**src/rtl/npu_cfg_pkg.sv**
```systemverilog
// rtl/npu_cfg_pkg.sv - state encoding, header field positions and defaults for npu_config_loader
// ST_CHK exists only when NPU_CFG_CHECKSUM_EN is defined.
package npu_cfg_pkg;

  localparam int DEF_NUM_PE      = 8;
  localparam int DEF_SCHED_DEPTH = 1024;

  // Schedule header: [15:11] reserved, [10:0] schedule length
  localparam int SCHED_RSVD_LSB  = 11;
  localparam int SCHED_LEN_MSB   = 10;

  // PE header: [15:13] PE index, [12:10] reserved, [9:0] weight count
  localparam int PE_IDX_LSB      = 13;
  localparam int PE_RSVD_MSB     = 12;
  localparam int PE_RSVD_LSB     = 10;
  localparam int PE_WCNT_MSB     = 9;

  typedef enum logic [2:0] {
    ST_IDLE      = 3'd0,
    ST_SCHED_HDR = 3'd1,
    ST_SCHED     = 3'd2,
    ST_PE_HDR    = 3'd3,
    ST_PE_WGT    = 3'd4,
`ifdef NPU_CFG_CHECKSUM_EN
    ST_CHK       = 3'd5,
`endif
    ST_DONE      = 3'd6,
    ST_ERR       = 3'd7
  } state_t;

endpackage

```
**src/rtl/npu_cfg_checksum.sv**
```systemverilog
// rtl/npu_cfg_checksum.sv - running 16-bit XOR of config stream words
// Instantiated by npu_config_loader only when NPU_CFG_CHECKSUM_EN is defined.
module npu_cfg_checksum (
  input  logic        CLK,
  input  logic        clear,
  input  logic        enable,
  input  logic [15:0] data,
  output logic [15:0] result
);

  always_ff @(posedge CLK) begin
    if (clear) begin
      result <= '0;
    end else if (enable) begin
      result <= result ^ data;
    end
  end

endmodule

```
**src/rtl/npu_config_loader.sv**
```systemverilog
// rtl/npu_config_loader.sv - parses the NPU config FIFO stream into schedule and PE weight writes
// Optional trailing XOR check word enabled by NPU_CFG_CHECKSUM_EN.
module npu_config_loader
  import npu_cfg_pkg::*;
#(
  parameter int NUM_PE      = DEF_NUM_PE,
  parameter int SCHED_DEPTH = DEF_SCHED_DEPTH
) (
  input  logic              CLK,
  input  logic              npu_rst,
  input  logic              cfg_fifo_empty,
  input  logic [15:0]       cfg_fifo_dout,
  output logic              cfg_fifo_read_en,
  output logic              npu_sched_write_en,
  output logic [15:0]       npu_sched_din,
  output logic [NUM_PE-1:0] npu_pe_weight_write_en,
  output logic [15:0]       npu_pe_weight_din,
  output logic              npu_config_done,
  output logic              npu_config_err
);

  localparam logic [31:0] SCHED_DEPTH_U = 32'(SCHED_DEPTH);
  localparam logic [2:0]  LAST_PE       = 3'(NUM_PE - 1);

  state_t             state, next_state;
  logic               rd_vld;
  logic [10:0]        sec_len, req_cnt, rcv_cnt;
  logic [2:0]         exp_idx;
  logic               rd_en, done_c, err_c;
  logic               sched_we_q;
  logic [15:0]        sched_din_q;
  logic [NUM_PE-1:0]  pe_we_q;
  logic [15:0]        pe_din_q;

  logic [10:0]        hdr_sched_len;
  logic [9:0]         hdr_wcount;
  logic [2:0]         hdr_pe_idx;
  logic               sched_hdr_ok, pe_hdr_ok, last_word, last_pe;
  logic [NUM_PE-1:0]  pe_onehot;

  assign hdr_sched_len = cfg_fifo_dout[SCHED_LEN_MSB:0];
  assign hdr_wcount    = cfg_fifo_dout[PE_WCNT_MSB:0];
  assign hdr_pe_idx    = cfg_fifo_dout[15:PE_IDX_LSB];
  assign sched_hdr_ok  = (cfg_fifo_dout[15:SCHED_RSVD_LSB] == '0) && (hdr_sched_len != '0) &&
                         ({21'd0, hdr_sched_len} <= SCHED_DEPTH_U);
  assign pe_hdr_ok     = (hdr_pe_idx == exp_idx) && (cfg_fifo_dout[PE_RSVD_MSB:PE_RSVD_LSB] == '0);
  assign last_word     = (rcv_cnt + 11'd1) == sec_len;
  assign last_pe       = exp_idx == LAST_PE;
  assign pe_onehot     = NUM_PE'(1) << exp_idx;

`ifdef NPU_CFG_CHECKSUM_EN
  localparam state_t FINAL_ST = ST_CHK;
  logic [15:0] xor_sum;
  logic        cks_en;

  // The check word itself must not fold into the sum it is compared against
  assign cks_en = rd_vld && (state != ST_CHK);

  npu_cfg_checksum u_checksum (
    .CLK    (CLK),
    .clear  (npu_rst),
    .enable (cks_en),
    .data   (cfg_fifo_dout),
    .result (xor_sum)
  );
`else
  localparam state_t FINAL_ST = ST_DONE;
`endif

  always_ff @(posedge CLK) begin
    if (npu_rst) begin
      state <= ST_IDLE;
    end else begin
      state <= next_state;
    end
  end

  always_comb begin
    next_state = state;
    case (state)
      ST_IDLE:      next_state = ST_SCHED_HDR;
      ST_SCHED_HDR: if (rd_vld) next_state = sched_hdr_ok ? ST_SCHED : ST_ERR;
      ST_SCHED:     if (rd_vld && last_word) next_state = ST_PE_HDR;
      ST_PE_HDR: begin
        if (rd_vld) begin
          if (!pe_hdr_ok)               next_state = ST_ERR;
          else if (hdr_wcount != '0)    next_state = ST_PE_WGT;
          else if (last_pe)             next_state = FINAL_ST;
        end
      end
      ST_PE_WGT:    if (rd_vld && last_word) next_state = last_pe ? FINAL_ST : ST_PE_HDR;
`ifdef NPU_CFG_CHECKSUM_EN
      ST_CHK:       if (rd_vld) next_state = (cfg_fifo_dout == xor_sum) ? ST_DONE : ST_ERR;
`endif
      default: ;
    endcase
  end

  // Headers are fetched one at a time; payload streams until all words are requested
  always_comb begin
    rd_en  = 1'b0;
    done_c = 1'b0;
    err_c  = 1'b0;
    case (state)
      ST_SCHED_HDR, ST_PE_HDR: rd_en = !cfg_fifo_empty && !rd_vld;
`ifdef NPU_CFG_CHECKSUM_EN
      ST_CHK:                  rd_en = !cfg_fifo_empty && !rd_vld;
`endif
      ST_SCHED, ST_PE_WGT:     rd_en = !cfg_fifo_empty && (req_cnt < sec_len);
      ST_DONE:                 done_c = 1'b1;
      ST_ERR:                  err_c = 1'b1;
      default: ;
    endcase
  end

  always_ff @(posedge CLK) begin
    if (npu_rst) begin
      rd_vld      <= 1'b0;
      sec_len     <= '0;
      req_cnt     <= '0;
      rcv_cnt     <= '0;
      exp_idx     <= '0;
      sched_we_q  <= 1'b0;
      sched_din_q <= '0;
      pe_we_q     <= '0;
      pe_din_q    <= '0;
    end else begin
      rd_vld     <= cfg_fifo_read_en;
      sched_we_q <= 1'b0;
      pe_we_q    <= '0;
      if (cfg_fifo_read_en && (state == ST_SCHED || state == ST_PE_WGT)) begin
        req_cnt <= req_cnt + 11'd1;
      end
      if (rd_vld) begin
        case (state)
          ST_SCHED_HDR: begin
            sec_len <= hdr_sched_len;
            req_cnt <= '0;
            rcv_cnt <= '0;
          end
          ST_SCHED: begin
            sched_we_q  <= 1'b1;
            sched_din_q <= cfg_fifo_dout;
            rcv_cnt     <= last_word ? 11'd0 : rcv_cnt + 11'd1;
            if (last_word) req_cnt <= '0;
          end
          ST_PE_HDR: begin
            sec_len <= {1'b0, hdr_wcount};
            if (hdr_wcount == '0) exp_idx <= exp_idx + 3'd1;
          end
          ST_PE_WGT: begin
            pe_we_q  <= pe_onehot;
            pe_din_q <= cfg_fifo_dout;
            rcv_cnt  <= last_word ? 11'd0 : rcv_cnt + 11'd1;
            if (last_word) begin
              req_cnt <= '0;
              exp_idx <= exp_idx + 3'd1;
            end
          end
          default: ;
        endcase
      end
    end
  end

  // Every output is forced low for as long as reset is held, not just from the next edge
  assign cfg_fifo_read_en       = rd_en && !npu_rst;
  assign npu_sched_write_en     = sched_we_q && !npu_rst;
  assign npu_sched_din          = npu_rst ? 16'd0 : sched_din_q;
  assign npu_pe_weight_write_en = pe_we_q & {NUM_PE{!npu_rst}};
  assign npu_pe_weight_din      = npu_rst ? 16'd0 : pe_din_q;
  assign npu_config_done        = done_c && !npu_rst;
  assign npu_config_err         = err_c && !npu_rst;

endmodule

```
**config.mk**
```make
export PLATFORM = sky130hd
export DESIGN_NAME = npu_config_loader
export DESIGN_NICKNAME = d
export VERILOG_FILES = /design/src/rtl/npu_cfg_pkg.sv /design/src/rtl/npu_cfg_checksum.sv /design/src/rtl/npu_config_loader.sv
export SDC_FILE = /design/constraint.sdc
export NUM_CORES = 1
export LEC_CHECK = 0
export CORE_MARGIN = 4
export CORE_UTILIZATION = 55
export DETAILED_ROUTE_END_ITERATION = 10
export HOLD_SLACK_MARGIN = 0.12
export PLACE_DENSITY = 0.8
export SYNTH_ARGS = -nofsm -noshare
export SYNTH_HDL_FRONTEND = slang
export SYNTH_SLANG_ARGS = --single-unit
export TNS_END_PERCENT = 50
```
**constraint.sdc**
```tcl
create_clock -name CLK -period 3.2 [get_ports CLK]
set_input_delay 0.64 -clock CLK [delete_from_list [all_inputs] [get_ports CLK]]
set_output_delay 0.64 -clock CLK [all_outputs]
set_load 0.05 [all_outputs]
```
==> flow_summary.yaml, run 1 <==
grt:
  grt_max_degree: 52
  grt_use_total_pct: 23.7
  antenna_found_initial: 0
  overflow: 0
  grt_pass1_vias: 4013
  grt_pass1_wl_um: 19100
setup_path:
  critPathCaptureType: "output port"
  cp_cell_sequence: "inv_1 > ha_1 > a21oi_1 > nor2b_1 > o21ai_0 > a32oi_1 > nor3_1 > buf_4"
  cp_max_fo: 5
  startpoint: "sec_len[8]"
  cp.depth: 8
  slowest_stage: "dfxtp_1"
  slowest_delay_ps: 450
  crit_type: "register to output port"
  critPathBufInv: 2
  cp.required_ps: 2560
  reg2regPathDepth: 9
  cp_data_arrival_time_ps: 2390
  crit_family: "compound AO/OA/AOI/OAI gates"
  r2r_end: "req_cnt[4]"
  cp-endpoint: "cfg_fifo_read_en"
  cp-start-kind: "register"
  rrSetupSlack_ps: 220
  r2r_start: "rcv_cnt[0]"
die:
  die_width_um: 98.0
  start_util_pct: 57.1
  core_um2: 7810
  rows: 32
  die_y_um: 98.0
  die-area_um2: 9610
  io_pins: 63
sta:
  finalMaxSlewViolations: 0
  finClkSkew_ps: 14.3
  setup_viol: 0
  holdWs_ps: 454
  fmax_mhz: 330
  relSlewSlack_pct: 55.3
  grt_setup_unrepaired: "false"
  fin_crit_sh_pct: 94.6
  hold_viol: 0
  fin_setup_tns_ps: 0
  min_period_ps: 3030
  tightest_slew_ps: 668
logic_synthesis:
  synth_top_area_share_pct: 36.4
  synthCells: 560
  synth_top_area_cell: "dfxtp_1"
  synthArstFlopShare_pct: 0
  synth_edf_count: 0
  syn_area_per_cell_um2: 7.96
  ys_seq_area_share_pct: 36.4
  syn-cell-area_um2: 4460
  yosysMostFrequentCell: "nand2_1"
  synthTopCellsByCount: "nand2_1 (104), dfxtp_1 (81), a21oi_1 (55)"
  syn_nets: 596
  synthTopCellsByArea: "dfxtp_1 (36%), nand2_1 (8.8%), nor2b_1 (6.6%)"
  synth_cell_type_count: 64
  synth-seq-cells: 81
  yosys_warnings: 0
  synthFlopType: "dfxtp_1"
finish:
  insertedDiodeCount: 0
  layout-drive-gt1-share_pct: 8.31
  final_nets: 645
  final_cells: 716
  area_growth_pct: 21.1
  fin_util_pct: 69.2
routing:
  wirelength_um: 11200
  drt_iter0_drc: 205
  first_pass_iters: 5
  routedWlPerCell_um: 15.6
  viasPerCell: 5.77
  dr_total_vias: 4134
  ant_nets: 0
  drc: 0
pwr:
  powerDensity_nw_per_um2: 463
  power_mw: 2.50
  power.leakage_nw: 1.90
  ir_drop_mv: 0.283
place:
  io_buffers: 62
  place_inst: 700
  hpwl_um: 8190
  gp_congestion: 0.970
cts:
  cts_made_buffers: 9
  path_clk_slew_ps: 90
  clk_path_buf_depth: 2
  cts_hold_buf: 0
  root_buffer: "clkbuf_8"
  cts_tree: "built"
  post-cts-setup-buffers: 0
  clock_latency_ps: 350
  cts.repair.resized: 0
  clock_sinks: 81
  h-tree-depth: 3
flow_run:
  cap_viol_max_count: 0
run_status:
  outcome: "completed"
worst_hold_path:
  hold_class: "register to register"
## placed cells by master, fill, tap and decap left out, drive strengths merged, types with 9 or more instances in the layout
master | synthesis | layout
o21ai | 15 | 15
nor2 | 23 | 23
inv | 16 | 19
a21oi | 61 | 61
clkdlybuf4s50 | 0 | 60
or3 | 9 | 9
ha | 17 | 17
buf | 6 | 13
clkbuf | 29 | 9
dfxtp | 81 | 81
nor2b | 47 | 47
nor3 | 9 | 9
nand2 | 104 | 104
nand3 | 12 | 12
and2 | 9 | 9
xor2 | 11 | 11
## layer usage
metal,routed length [um],track usage [%],part of all wire (%),vias to the layer above
met5,0,0,0,-
met4,227,7.35,2.0,0
met3,830,6.93,7.4,24
met2,5270,39.2,47,127
met1,4870,29.8,44,1946
li1,-,-,-,2037
## final cells by class
cell class | count | area [um^2]
Clock buffer | 9 | 124
Clock inverter | 7 | 133
Fill cell | 627 | 2410
Inverter | 16 | 60.1
Multi-Input combinational cell | 428 | 2610
Sequential cell | 81 | 1620
Tap cell | 102 | 128
Timing Repair Buffer | 73 | 721
## flip-flops by register name (all words and copies together), names as in the netlist
register and count:
pe_din_q 16, rd_vld 1, state 3, rcv_cnt 11, exp_idx 3, req_cnt 11, pe_we_q 8, sched_din_q 16
sched_we_q 1, sec_len 11
## worst reg2reg max path, stage by stage (launching register included)
cell       delay, ps
dfxtp_1          450
ha_1             360
xor3_1           290
a2111oi_2        300
o2111ai_1        200
or4_4            480
o32a_1           380
o21ai_2          110
buf_4            240
a21oi_1           70
## per-stage QoR
stage,instance area [um^2],setup WS (ps)
2_1_floorplan,4460,234
3_3_place_gp,5140,302
3_5_place_dp,5140,258
4_1_cts,5400,183
5_1_grt,5400,11.4
6_report,5400,172
## report_power, final
part	switching, mW	internal (mW)	total [mW]
Combinational	0.269	0.182	0.451
Sequential	0.0579	1.04	1.10
Clock	0.417	0.533	0.950
## logic make-up (layout without fill, tap and decap cells)
group / Yosys count / count (layout) / synth area share (%)
and+or+nand+nor: 260 / 260 / 29.8
AOI/OAI and AO/OA: 127 / 127 / 18.8
DFF: 81 / 81 / 36.4
buffers and inverters: 51 / 105 / 5.02
xor gates and xnor gates: 20 / 20 / 4.27
adders and majority gates: 17 / 17 / 4.77
muxes: 4 / 4 / 0.926
## worst min-delay path by stage
stage	from	to	depth (start not counted)
4_1_cts	sched_din_q[0]	sched_din_q[0]	2
3_5_place_dp	sched_din_q[0]	sched_din_q[0]	2
5_1_grt	pe_din_q[2]	pe_din_q[2]	2
3_3_place_gp	pe_din_q[12]	pe_din_q[12]	2
6_report	sched_din_q[0]	sched_din_q[0]	2
2_1_floorplan	pe_din_q[0]	pe_din_q[0]	2
(Power assumes the default switching activity.)
==> run 2: changes to the inputs <==
--- a/config.mk
+++ b/config.mk
@@ -5,11 +5,12 @@
 export SDC_FILE = /design/constraint.sdc
 export NUM_CORES = 1
 export LEC_CHECK = 0
+export ABC_AREA = 1
 export CORE_MARGIN = 4
 export CORE_UTILIZATION = 55
 export DETAILED_ROUTE_END_ITERATION = 10
 export HOLD_SLACK_MARGIN = 0.12
-export PLACE_DENSITY = 0.8
+export PLACE_DENSITY = 0.81
 export SYNTH_ARGS = -nofsm -noshare
 export SYNTH_HDL_FRONTEND = slang
 export SYNTH_SLANG_ARGS = --single-unit
==> run 2 against run 1 <==
- sequential power rose by 6%
- highest routed layer unchanged
- critical path type unchanged
- clock power down 14%
- combinational power up 100%
- synthesized area down 1.8%
- final cell count is 11% higher
- first-iteration DRC count grew 53%
- core utilization grew 4.9 points
- count of clock-buffer cells in the layout up 2
- sequential cell count stayed put
==> flow_summary.yaml, run 2 <==
logic_synthesis:
  synth_cell_type_count: 36
  synth_compound_area_share_pct: 13.8
  syn-cell-area_um2: 4380
  synth_top_family_by_area: "simple AND/OR/NAND/NOR gates"
  yosys.area_share.adder_pct: 4.86
  syn_nets: 664
  synthCells: 628
  synth_top_area_share_pct: 37.0
  synthArstFlopShare_pct: 0
  synth_top_area_cell: "dfxtp_1"
  yosys.area_share.xor_xnor_pct: 2.80
  synth_edf_count: 0
  yosysMostFrequentCell: "nor2_1"
  synth.area.mux_share_pct: 0.229
  synthTopCellsByArea: "dfxtp_1 (37%), nor2_1 (9.6%), nand2_1 (8.9%)"
  synth-seq-cells: 81
  ys_seq_area_share_pct: 37.0
  syn_area_per_cell_um2: 6.97
  synthFlopType: "dfxtp_1"
  yosys.area_share.simple_pct: 30.2
  synthTopCellsByCount: "nor2_1 (112), nand2_1 (104), inv_1 (98)"
  yosys_warnings: 0
grt:
  grt_pass1_vias: 4167
  grt_pass1_wl_um: 19400
  overflow: 0
  grt_use_total_pct: 25.0
  antenna_found_initial: 0
  met2_usage_pct: 44.5
  busiest_layer: "met2"
  grt_max_degree: 44
  grt_use_met1_pct: 30.6
  use_met3_pct: 3.37
sta:
  relSlewSlack_pct: 40.7
  fmax_mhz: 338
  worst_slack_ps: 238
  finClkSkew_ps: 8.72
  setup_viol: 0
  tightest_slew_ps: 886
  min_period_ps: 2960
  fin_crit_sh_pct: 92.6
  grt_setup_unrepaired: "false"
  finalMaxSlewViolations: 0
  fin_setup_tns_ps: 0
  hold_viol: 0
routing:
  viasPerCell: 5.52
  routedWlPerCell_um: 14.8
  drt_iter0_drc: 314
  wirelength_um: 11700
  dr_total_vias: 4380
  ant_nets: 0
  drc: 0
  first_pass_iters: 5
pwr:
  ir_drop_mv: 0.336
  powerDensity_nw_per_um2: 507
  power.leakage_nw: 2.37
setup_path:
  r2r_end: "req_cnt[0]"
  critPathCaptureType: "output port"
  cp-start-kind: "register"
  startpoint: "sec_len[6]"
  crit_type: "register to output port"
  cp_data_arrival_time_ps: 2320
  cp-endpoint: "cfg_fifo_read_en"
  cp_max_fo: 12
  r2r_start: "state[2]"
  cp.required_ps: 2560
  reg2regPathDepth: 10
  rrSetupSlack_ps: 640
cts:
  clock_latency_ps: 350
  post-cts-setup-buffers: 0
  cts_hold_buf: 0
  cts.repair.resized: 0
  clock_sinks: 81
  root_buffer: "clkbuf_8"
  h-tree-depth: 3
  cts_made_buffers: 9
  cts_tree: "built"
  path_clk_slew_ps: 80
  clk_path_buf_depth: 2
worst_hold_path:
  min_from: "sec_len[10]"
  hold_class: "register to register"
place:
  gp_congestion: 0.905
  dp_slack_ps: 559
  hpwl_um: 8670
  place_area_um2: 5510
  io_buffers: 62
finish:
  fill_cells: 561
  final_nets: 723
  top_regs: "pe_din_q (16), sched_din_q (16)"
  insertedDiodeCount: 0
  area_growth_pct: 30.6
  layout-drive-gt1-share_pct: 13.6
  final_area_um2: 5720
  layout_commonest_cell: "nor2_1"
  final_cell_mix: "nor2_1 (112), nand2_1 (104), inv_1 (98), dfxtp_1 (81), buf_12 (44)"
die:
  die_width_um: 97.2
  io_pins: 63
  rows: 32
  die_y_um: 97.2
  start_util_pct: 56.7
  core_um2: 7730
  die-area_um2: 9450
flow_run:
  cap_viol_max_count: 0
run_status:
  outcome: "completed"
run 2: layout make-up:
cell class	instances	area, um^2	area share (%)
multi-input combinational	427	2270	39.8
sequential	81	1620	28.4
timing repair buffer	69	1110	19.5
inverter	99	372	6.50
clock buffer	11	131	2.30
tap	102	128	2.23
clock inverter	5	80.1	1.40
run 2: worst max-delay path, stage by stage, from the launching register on:
cell and delay [ps]:
dfxtp_1 420, inv_1 120, ha_1 330, a21oi_1 150, o21ai_0 140, a21oi_1 160
nor3_1 60, nor2_1 80, buf_4 190, o21a_1 170, buf_12 140
run 2: worst min-delay path by stage:
| stage | endpoint | slack [ps] | depth (start not counted) |
|---|---|---|---|
| floorplan | sec_len[10] | 460 | 2 |
| finish | sec_len[10] | 520 | 2 |
| global placement | sec_len[10] | 510 | 2 |
| detailed placement | sec_len[10] | 510 | 2 |
| CTS | sec_len[10] | 520 | 2 |
| global route | sec_len[10] | 530 | 2 |
run 2: power by group:
part	switching (mW)	total (mW)	leakage (nW)	internal, mW
combinational	0.596	0.915	1.62	0.320
clock	0.378	0.817	0.0995	0.439
sequential	0.0760	1.17	0.654	1.09
run 2: metal layers:
layer	part of all wire [%]	routed length, um
met1	41	4850
met2	51	5960
met3	6.0	706
met4	1.8	211
met5	0	0
run 2: kinds of logic after synthesis:
group | after synthesis
compound gates | 95
xor+xnor | 14
fa+ha+maj | 17
buf+inv | 120
flops | 81
mux | 1
simple gates | 300
run 2: metrics by stage:
| step | std cells | hold slack, ps | utilization (%) | power (mW) |
|---|---|---|---|---|
| global route | 794 | 529 | 74.0 | 3.05 |
| global placement | 778 | 508 | 71.3 | 2.05 |
| CTS | 794 | 517 | 74.0 | 2.88 |
| floorplan | 628 | 459 | - | 1.82 |
| finish | 794 | 521 | 74.0 | 2.90 |
| detailed placement | 778 | 506 | 71.3 | 2.08 |
